--- src/rtl/mem_arbiter.sv ---
// Two-requester arbiter in front of a single-port memory.
// A fetch port (read only) and a data port (read or write) compete for the
// memory; ties are broken round-robin using the owner of the previous grant.
// Every output is a flop, and next values are computed from the next state.
module mem_arbiter #(
    parameter int unsigned READ_WAIT = 2
) (
    input  logic        clk,
    input  logic        reset,
    input  logic        f_req,
    input  logic [31:0] f_addr,
    output logic        f_ack,
    input  logic        d_req,
    input  logic        d_wr,
    input  logic [31:0] d_addr,
    input  logic [31:0] d_wdata,
    output logic        d_ack,
    output logic [31:0] rdata,
    output logic [31:0] mem_addr,
    output logic        mem_wr,
    output logic [31:0] mem_wdata,
    input  logic [31:0] mem_rdata,
    output logic        busy,
    output logic [1:0]  state
);

    typedef enum logic [1:0] {
        S_IDLE    = 2'd0,
        S_RD_WAIT = 2'd1,
        S_WRITE   = 2'd2,
        S_RESP    = 2'd3
    } state_t;

    localparam logic       OWN_F     = 1'b0;
    localparam logic       OWN_D     = 1'b1;
    localparam logic [3:0] WAIT_LOAD = 4'(READ_WAIT);

    state_t      state_q, state_d;
    logic [3:0]  cnt_q, cnt_d;
    logic        owner_q, owner_d;
    logic        last_owner_q, last_owner_d;
    logic        grant;
    logic        grant_owner;

    logic        f_ack_q, d_ack_q, mem_wr_q, busy_q;
    logic [31:0] rdata_q, mem_addr_q, mem_wdata_q;

    // Next-state logic: arbitration in IDLE, wait counting in RD_WAIT.
    always_comb begin
        state_d      = state_q;
        cnt_d        = cnt_q;
        owner_d      = owner_q;
        last_owner_d = last_owner_q;
        grant        = 1'b0;
        grant_owner  = OWN_F;
        case (state_q)
            S_IDLE: begin
                if (f_req || d_req) begin
                    grant = 1'b1;
                    if (f_req && d_req)
                        grant_owner = (last_owner_q == OWN_D) ? OWN_F : OWN_D;
                    else
                        grant_owner = d_req ? OWN_D : OWN_F;
                    owner_d      = grant_owner;
                    last_owner_d = grant_owner;
                    if (grant_owner == OWN_D && d_wr) begin
                        state_d = S_WRITE;
                    end else begin
                        state_d = S_RD_WAIT;
                        cnt_d   = WAIT_LOAD;
                    end
                end
            end
            S_RD_WAIT: begin
                // Counter never wraps: the last wait cycle is the one at 1.
                if (cnt_q <= 4'd1) begin
                    state_d = S_RESP;
                    cnt_d   = 4'd0;
                end else begin
                    cnt_d = cnt_q - 4'd1;
                end
            end
            S_WRITE: state_d = S_RESP;
            S_RESP:  state_d = S_IDLE;
            default: state_d = S_IDLE;
        endcase
    end

    // State register with arbitration bookkeeping; data owns the first tie-break history.
    always_ff @(posedge clk or negedge reset) begin
        if (!reset) begin
            state_q      <= S_IDLE;
            cnt_q        <= 4'd0;
            owner_q      <= OWN_F;
            last_owner_q <= OWN_D;
        end else begin
            state_q      <= state_d;
            cnt_q        <= cnt_d;
            owner_q      <= owner_d;
            last_owner_q <= last_owner_d;
        end
    end

    // Registered outputs, derived from the next state so they line up with it.
    always_ff @(posedge clk or negedge reset) begin
        if (!reset) begin
            f_ack_q     <= 1'b0;
            d_ack_q     <= 1'b0;
            mem_wr_q    <= 1'b0;
            busy_q      <= 1'b0;
            rdata_q     <= 32'h0;
            mem_addr_q  <= 32'h0;
            mem_wdata_q <= 32'h0;
        end else begin
            f_ack_q  <= (state_d == S_RESP) && (owner_d == OWN_F);
            d_ack_q  <= (state_d == S_RESP) && (owner_d == OWN_D);
            mem_wr_q <= (state_d == S_WRITE);
            busy_q   <= (state_d != S_IDLE);
            if (grant)
                mem_addr_q <= (grant_owner == OWN_D) ? d_addr : f_addr;
            if (grant && grant_owner == OWN_D && d_wr)
                mem_wdata_q <= d_wdata;
            if (state_q == S_RD_WAIT && state_d == S_RESP)
                rdata_q <= mem_rdata;
        end
    end

    assign f_ack     = f_ack_q;
    assign d_ack     = d_ack_q;
    assign mem_wr    = mem_wr_q;
    assign busy      = busy_q;
    assign rdata     = rdata_q;
    assign mem_addr  = mem_addr_q;
    assign mem_wdata = mem_wdata_q;
    assign state     = state_q;

endmodule

--- config.mk ---
export PLATFORM = sky130hd
export DESIGN_NAME = mem_arbiter
export DESIGN_NICKNAME = d
export VERILOG_FILES = /design/src/rtl/mem_arbiter.sv
export SDC_FILE = /design/constraint.sdc
export NUM_CORES = 1
export LEC_CHECK = 0
export CORE_ASPECT_RATIO = 1.1
export CORE_MARGIN = 2
export CORE_UTILIZATION = 30
export CTS_CLUSTER_SIZE = 16
export DETAILED_ROUTE_END_ITERATION = 7
export MAX_ROUTING_LAYER = met4
export PLACE_DENSITY_LB_ADDON = 0.2
export SLEW_MARGIN = 20
export SYNTH_ARGS = -nofsm -noshare
export SYNTH_HDL_FRONTEND = slang
export SYNTH_SLANG_ARGS = --single-unit
--- constraint.sdc ---
create_clock -name clk -period 2.3 [get_ports clk]
set_input_delay 0.46 -clock clk [delete_from_list [all_inputs] [get_ports clk]]
set_output_delay 0.46 -clock clk [all_outputs]
set_load 0.01 [all_outputs]
# After elaboration in Yosys (flattened, before gate mapping)
# Cells that the tools add are included.
# classes
add_sub_neg	1
magnitude_cmp	1
n_eq_ne	7
n_mux	20
n_bitwise	1
n_reduce_logical	13
# op_table
operator	count
$mux W32	1
$mux W4	3
$mux W1	11
$eq A2 B2 Y1 const B	4
$pmux W2 S4	1
$pmux W4 S2	1
$logic_and A1 B1 Y1	7
$mux W2	3
$le A4 B1 Y1 const B	1
$ne A2 B2 Y1 const B	2
$reduce_bool A2 Y1	2
$sub A4 B1 Y4 const B	1
$reduce_and A3 Y1	1
$eq A2 B1 Y1 const B	1
$logic_not A2 Y1	1
$reduce_and A2 Y1	1
$logic_or A1 B1 Y1	1
$not A1 Y1	1
# word_totals
ff_bits	108
inputBits	133
output_inout_bits	102
wordCells	54

# Depth between registers and ports, before layout
# Gate-level depths: netlist of the first run.
# logic_depth
word_depth	10
ltp_mapped	8
ltp_nobuf	7

# Worst setup path after synthesis of the first run
# Ideal clock, no wire load.
# synth_path
path_kind	register -> register
start	register state_q[1], in the netlist state[1]
end	register rdata_q[10], in the netlist rdata[10]
setup_time_ns	0.125
t_arrival_ns	1.993
path_slack_ns	0.182
stages_incl_launch_ff	9
path_buffers	1
path_cell_list	dfrtp_1 -> inv_1 -> ha_1 -> or4b_1 -> o21ai_2 -> a41oi_2 -> nand3_4 -> buf_12 -> mux2_4
# synth_between
elab_chain_len	4
# synth_lines
element	line	source
start: declaration	38	state_t state_q, state_d;
start signal: assignment	97	state_q <= state_d;
$eq A2 B2 Y1 (tied with other cells)	56	case (state_q)
$pmux W2 S4 (*)	56	
named net state_d[0]	38	
$eq A2 B2 Y1 (*)	123	if (state_q == S_RD_WAIT && state_d == S_RESP)
$logic_and A1 B1 Y1 (*)	123	
end signal: assignment	124	rdata_q <= mem_rdata;
end: declaration	46	logic [31:0] rdata_q, mem_addr_q, mem_wdata_q;
# Mark *: on every way through the listed nets, which the timed path passes. The rest lies on a longest branch.
# A chain may end at the register's enable or synchronous reset.

# Final worst setup path of the first run
# layout_path
start	register state_q[0], in the netlist state[0]
end	register rdata_q[0], in the netlist rdata[0]
# layout_between
elab_chain_len	4
# layout_lines
element	line
$eq A2 B2 Y1 (tied with other cells)	56
$pmux W2 S4 (*)	56
named net state_d[0]	38
$eq A2 B2 Y1 (*)	123
$logic_and A1 B1 Y1 (*)	123
# Marks and branches as above.

==> parameters.txt, run 1 <==
Parameter                              Value

Clock tree
  Clock net sink count ... between 100 and 150
  Number of clock buffers inserted by TritonCTS ... 9
  CTS H-Tree Depth ... 3
  Cts hold-fix bufs ... 0
  Clock edge transition at the registers on the reported setup and hold paths ... 70 ps
  Worst-case clock buffer depth ... 2
  CTS tree ... yes
  Clock root cell ... clkbuf_16
  Resized Gates After CTS ... 0
  Clock Latency Late Sink ... 340 ps
  Post-CTS setup repair buffer count ... 0

Critical path
  Longest individual stage delay on the worst path ... 460 ps
  Critical path's slowest cell ... or4b_1
  Reg2reg setup slack ... 220 ps
  Critical path launch point type ... register
  CP Class ... reg2reg
  CP arrival ... 2310 ps
  Capture point of the worst reg-to-reg path ... rdata[0]
  Worst path required time ... between 2000 and 3000 ps
  Worst r2r src ... state[0]
  Crit path cell chain ... inv_1 -> ha_1 -> or4b_1 -> o21ai_2 -> a41oi_2 -> nand3_4 -> buf_12 -> mux2_2
  CP max FO ... 16
  R2R cell count ... 8
  Type of element capturing the critical path ... register

Pwr
  Power consumption ... 9620 uW
  Leakage power ... ~0.0032 uW
  Max VDD drop ... 0.4274 mV
  Power per unit of standard cell area ... roughly 1300 nW/um^2

Floorplanning
  Total core area ... 14880 um^2
  Rows ... 47
  Die span in x ... 121.1 um
  Initial standard-cell utilization of the core ... 30.39%
  I/O pin total ... roughly 240
  Vertical die dimension ... about 130 um
  Die footprint ... 16070 um^2

STA
  Final Skew ... 7.900 ps
  Unrepaired setup endpoints after global routing ... false
  Post-layout min period ... about 2100 ps
  Slew @ Worst Pin ... 513.4 ps
  Period utilisation layout ... 90.49%
  Worst-case setup margin in the final layout ... 218.7 ps
  Highest clock frequency the design can meet ... between 400 and 500 MHz
  Worst slew margin ... about two thirds
  Hold violation count in the final report ... 0
  Number of pins with negative max-slew slack in the final report ... 0
  Final setup fails ... 0
  TNS Setup ... 0 ps

Placed design
  Routability Congestion ... roughly 0.75
  Half-perimeter wire length after placement ... around 8.7 mm
  Count of input and output buffers ... between 200 and 250
  Cell area reported after detailed placement ... around 7000 um^2
  Worst slack after detailed placement ... -107.0 ps

Yosys
  Dominant synthesized flop cell ... dfrtp_1
  Number of different library cells in the post-synthesis netlist ... 35
  FF+latch count, synth ... between 100 and 150
  Synth Area per Inst ... 13.22 um^2
  Warning count from the yosys run ... 0
  Portion of synthesized cell area occupied by the leading cell type ... approximately three fifths
  Cell area after synthesis ... ~4500 um^2
  Synth Instances ... between 300 and 400
  Leading area contributor after synthesis ... dfrtp_1
  Share of flip-flops with an asynchronous set or reset after synthesis ... 100.0%
  Largest cells by area after synthesis ... dfrtp_1 (59%), mux2_4 (10%), mux2_2 (8.5%)
  Portion of the post-synthesis area used by sequential elements ... 59.80%
  Total nets after synthesis ... 480
  Number of flops mapped to enable cells by yosys ... 0

Detailed routing
  DRC violations left ... 0
  Average wire per cell in the routed design ... ~15 um
  Antenna Nets Post-Route ... 0
  Vias per Instance ... around 4.6
  Starting DRC count in detailed routing ... ~120
  Number of detailed-route iterations in the first pass ... 4
  Count of vias placed by the detailed router ... roughly 3.6k
  Post-Route WL ... 11.59 mm

Cells and area
  Design Area, Final ... around 7500 um^2
  Final standard cell utilization of the core ... 50.16%
  Synthesis-to-finish area growth ... 65.02%
  Antenna cell count ... 0
  Net total in the final layout ... between 700 and 800
  Layout cells sized above 1 ... 18.00%
  Filler cells ... approximately 1.4k

Flow run
  Maxcap violations ... 0

Run status
  Result of the run ... completed

GRT
  Number of global-route vias before repair ... 3720
  Wire length of the first global-routing pass ... between 15 and 20 mm
  Total routing resource utilization after global routing ... about 15%
  Initial antenna violation count ... 0
  Pin count of the biggest net entering global routing ... 65
  Residual overflow from global routing ... 0

Min path
  Class of the worst hold path ... in2async
-- how the worst max path moves through the flow --
stage                  start   endpoint  slack [ps]  cells after the start
detailed placement     d_req   rdata[0]        -110                      7
global route        state[0]   rdata[0]         110                      8
global placement       d_req   rdata[0]        -100                      7
finish              state[0]   rdata[0]         220                      8
CTS                 state[0]   rdata[0]         210                      8
floorplan           state[1]  rdata[10]         180                      8
-- per-layer routing --
| metal | share of wire, % | GRT usage, % | routed length [um] | vias up |
|---|---|---|---|---|
| li1 | - | - | - | 1702 |
| met1 | 43 | 18.89 | 4926 | 1722 |
| met2 | 48 | 23.41 | 5616 | 137 |
| met3 | 6.4 | 2.759 | 739 | 22 |
| met4 | 2.6 | 7.106 | 303 | 0 |
| met5 | 0 | - | 0 | - |
-- cell usage after synthesis (2+ instances only) --
| cell | count |
|---|---|
| clkbuf_1 | 13 |
| inv_1 | 7 |
| nor2_1 | 4 |
| buf_2 | 3 |
| dfrtp_1 | 107 |
| o22ai_1 | 32 |
| buf_12 | 3 |
| nand2_1 | 38 |
| a21o_1 | 2 |
| nor3_1 | 2 |
| mux2_2 | 34 |
| a21oi_1 | 5 |
| mux2_4 | 30 |
| o21ai_0 | 36 |
| nor2b_1 | 2 |
| ha_1 | 5 |
-- cell usage in the layout (no fill, tap or decap), types with 2 or more instances in the layout --
master           count
clkdlybuf4s50_1    233
dfrtp_1            107
nand2_1             38
o21ai_0             35
mux2_2              34
o22ai_1             32
mux2_4              30
buf_4               17
clkbuf_16            9
inv_1                7
a21oi_1              5
ha_1                 5
nor2_1               4
buf_12               4
a21o_1               2
nor2b_1              2
nor3_1               2
-- power by group --
part,switching (uW),leakage [uW],internal (uW)
Combinational,1880,0.00178,2940
Sequential,486,0.00131,2850
Clock,647,0.000129,818
Total,3010,0.00323,6610
-- stage by stage --
stage	hold WS, ps	cells
detailed placement	460.3	773
global route	100.6	785
finish	75.18	785
CTS	85.86	785
floorplan	164.4	342
global placement	457.2	773
-- logic make-up after synthesis --
group / after synthesis / share of synthesized area [%]
AO/OA/AOI/OAI: 82 / 11.07
multiplexers: 65 / 18.65
adder cells (fa/ha/maj): 5 / 1.384
flip-flops: 108 / 59.80
buffers and inverters: 26 / 3.321
AND/OR/NAND/NOR: 56 / 5.783
-- layout make-up --
| class | instances | area [um^2] | area share [%] |
|---|---|---|---|
| inverters | 7 | 26.28 | 0.3521 |
| well taps | 196 | 245.2 | 3.286 |
| clock buffers | 9 | 225.2 | 3.018 |
| flip-flops and latches | 108 | 2704 | 36.23 |
| multi-input cells | 208 | 1679 | 22.50 |
| repair buffers | 254 | 2540 | 34.04 |
| clock inverters | 3 | 42.54 | 0.5701 |
-- sequential cells by signal, summed over array words and instances, names as in the netlist, 2 cells and up --
register,flops
mem_addr,32
mem_wdata,32
rdata,32
cnt_q,4
state,2
-- worst max-delay path, delay by kind of cell (launching register included) --
| family | cells | cell delay, ps |
|---|---|---|
| flip-flops | 1 | 380 |
| AO/OA/AOI/OAI | 2 | 150 |
| AND/OR/NAND/NOR | 2 | 640 |
| multiplexers | 1 | 340 |
| buffers and inverters | 2 | 270 |
| adder cells (fa/ha/maj) | 1 | 180 |
No activity file was read; power rests on OpenSTA's default activity.
==> run 2, diff against run 1 <==
- CELL_PAD_IN_SITES_DETAIL_PLACEMENT: not set -> 1
- CELL_PAD_IN_SITES_GLOBAL_PLACEMENT: not set -> 2
- CORE_UTILIZATION: 30 -> 24
==> run 2 against run 1 <==
Net effect:
- hold slack got worse by 27 ps
- critical path depth unchanged
- clock-buffer cell count increased by 1
==> parameters.txt, run 2 (synthesis gave the netlist of run 1 again) <==
Parameter                              Value

Placed design
  Count of input and output buffers ... 234 (unchanged)
  Routability Congestion ... 0.7491 (-0.39%)
  Instance count after placement with tap cells included ... 820 (+6.1%)
  Half-perimeter wire length after placement ... 10.32 mm (+19%)

Clock tree
  Clock net sink count ... 108 (unchanged)
  Clock Latency Late Sink ... 350 ps (about the same)
  CTS tree ... yes
  CTS H-Tree Depth ... 3 (unchanged)
  Clock root cell ... clkbuf_16
  Worst-case clock buffer depth ... 2 (unchanged)
  Post-CTS setup repair buffer count ... 0 (unchanged)
  Cts hold-fix bufs ... 0 (unchanged)
  Number of clock buffers inserted by TritonCTS ... 9 (unchanged)
  Resized Gates After CTS ... 0 (unchanged)
  Clock edge transition at the registers on the reported setup and hold paths ... 80 ps (about the same)

Cells and area
  Net total in the final layout ... 726 (unchanged)
  Final standard cell utilization of the core ... 41.34% (-8.8 points)
  Top library cells by usage in the layout, fill and taps aside ... clkdlybuf4s50_1 (233), dfrtp_1 (107), nand2_1 (38), o21ai_0 (35), mux2_2 (34)
  Antenna cell count ... 0 (unchanged)
  Layout cells sized above 1 ... 18.55% (+0.55 points)
  Most common cell after layout, fill and taps aside ... clkdlybuf4s50_1
  Synthesis-to-finish area growth ... 68.32%
  Number of cells in the finished layout apart from fillers ... 836 (+6.5%)

Critical path
  Type of element capturing the critical path ... register
  Capture point of the worst reg-to-reg path ... rdata[27]
  CP arrival ... 2420 ps (+110 ps)
  Critical path launch point type ... register
  Reg2reg setup slack ... 120 ps (-90 ps)
  Crit-path leading delay family ... simple AND/OR/NAND/NOR gates
  CP Class ... reg2reg
  Count of buffering cells on the critical path with inverters included ... 2 (unchanged)
  Crit path cell chain ... inv_1 -> ha_1 -> or4b_1 -> o21ai_2 -> a41oi_2 -> nand3_4 -> buf_12 -> mux2_4
  CP max FO ... 12 (-4)
  Start point of the critical path ... state[1]
  Longest individual stage delay on the worst path ... 470 ps (about the same)
  Worst r2r src ... state[1]
  Critical path's slowest cell ... or4b_1
  Worst path required time ... 2540 ps (about the same)
  R2R cell count ... 8 (unchanged)

Detailed routing
  Antenna Nets Post-Route ... 0 (unchanged)
  Vias per Instance ... 4.315 (-5.5%)
  Starting DRC count in detailed routing ... 110 (-6.0%)
  Post-Route WL ... 13.49 mm (+16%)
  DRC violations left ... 0 (unchanged)
  Count of vias placed by the detailed router ... 3607 (+0.67%)
  Average wire per cell in the routed design ... 16.14 um (+9.3%)
  Number of detailed-route iterations in the first pass ... 4 (unchanged)

STA
  Final setup fails ... 0 (unchanged)
  TNS Setup ... 0 ps (unchanged)
  Slew @ Worst Pin ... 481.2 ps (-32.15 ps)
  Final Skew ... 10.89 ps (+2.993 ps)
  Hold violation count in the final report ... 0 (unchanged)
  Unrepaired setup endpoints after global routing ... false
  Worst slew margin ... 67.92% (+2.1 points)
  Number of pins with negative max-slew slack in the final report ... 0 (unchanged)
  Post-layout min period ... 2175 ps (+93.99 ps)
  Period utilisation layout ... 94.58% (+4.1 points)
  Highest clock frequency the design can meet ... 459.7 MHz (-4.3%)

Pwr
  Leakage power ... 0.003275 uW (+1.5%)
  Power per unit of standard cell area ... 1315 nW/um^2 (+2.0%)
  Max VDD drop ... 0.4268 mV (-0.14%)
  Power consumption ... 10010 uW (+4.1%)

GRT
  Met1 Track Usage GR ... 17.39% (-1.5 points)
  Layer with the highest usage ... met2
  Pin count of the biggest net entering global routing ... 65 (unchanged)
  Global-route met2 utilization ... 22.56% (-0.84 points)
  Residual overflow from global routing ... 0 (unchanged)
  Met3 GRT Util ... 4.218% (+1.5 points)
  Total routing resource utilization after global routing ... 14.24% (-0.80 points)
  Wire length of the first global-routing pass ... 21.56 mm (+17%)
  Initial antenna violation count ... 0 (unchanged)
  Number of global-route vias before repair ... 3938 (+5.9%)

Flow run
  Maxcap violations ... 0 (unchanged)

Floorplanning
  Rows ... 52 (+11%)
  Initial standard-cell utilization of the core ... 24.56% (-5.8 points)
  Die footprint ... 19960 um^2 (+24%)
  I/O pin total ... 235 (unchanged)
  Vertical die dimension ... 148.0 um (+11%)
  Total core area ... 18410 um^2 (+24%)
  Die span in x ... 134.9 um (+11%)

Run status
  Result of the run ... completed

Min path
  Class of the worst hold path ... in2async
-- run 2: cell count changes in the layout (fill, tap and decap cells not counted), sizes merged --
| cell | before | now |
|---|---|---|
| bufinv | 1 | 2 |
| clkbuf | 9 | 10 |
| clkinv | 1 | 2 |
| clkinvlp | 1 | 0 |
| inv | 7 | 9 |
-- run 2: worst register-to-register path, stage by stage (launching register included) --
cell     delay (ps)
dfrtp_1         420
inv_1           140
ha_1            200
or4b_1          470
o21ai_2          80
a41oi_2          70
nand3_4         200
buf_12          180
mux2_4          310
-- run 2: cell type report --
cell class              instances  area, um^2
clock buffers                  10       239.0
repair buffers                254        2565
flip-flops and latches        108        2704
multi-input cells             208        1679
clock inverters                 6       93.84
inverters                       7       26.28
fillers                      1943       10800
well taps                     243       304.0
-- run 2: through the flow --
step	area, um^2	hold slack, ps	setup slack, ps
final	7611	48.12	124.8
after global routing	7611	75.46	2.496
after CTS	7611	75.17	82.89
after detailed placement	7278	461.4	-168.6
after global placement	7278	452.4	-124.3
after floorplan	4522	164.4	181.6
-- run 2: worst max path at each step --
stage	endpoint	slack (ps)	cells after the start
finish	rdata[27]	120	8
global route	rdata[24]	2	8
CTS	rdata[28]	80	8
detailed placement	rdata[5]	-170	7
global placement	rdata[21]	-120	7
floorplan	rdata[10]	180	8
-- run 2: report_power, final --
| group | leakage [uW] | internal [uW] | switching (uW) |
|---|---|---|---|
| clock | 0.000165 | 997 | 734 |
| sequential | 0.00131 | 2840 | 527 |
| combinational | 0.00180 | 2970 | 1940 |
| total | 0.00328 | 6810 | 3200 |
-- run 2: metal layers --
layer,up-vias,wire [um]
met1,1754,5601
li1,1708,-
met2,134,6591
met4,0,164
met3,11,1134
met5,-,0
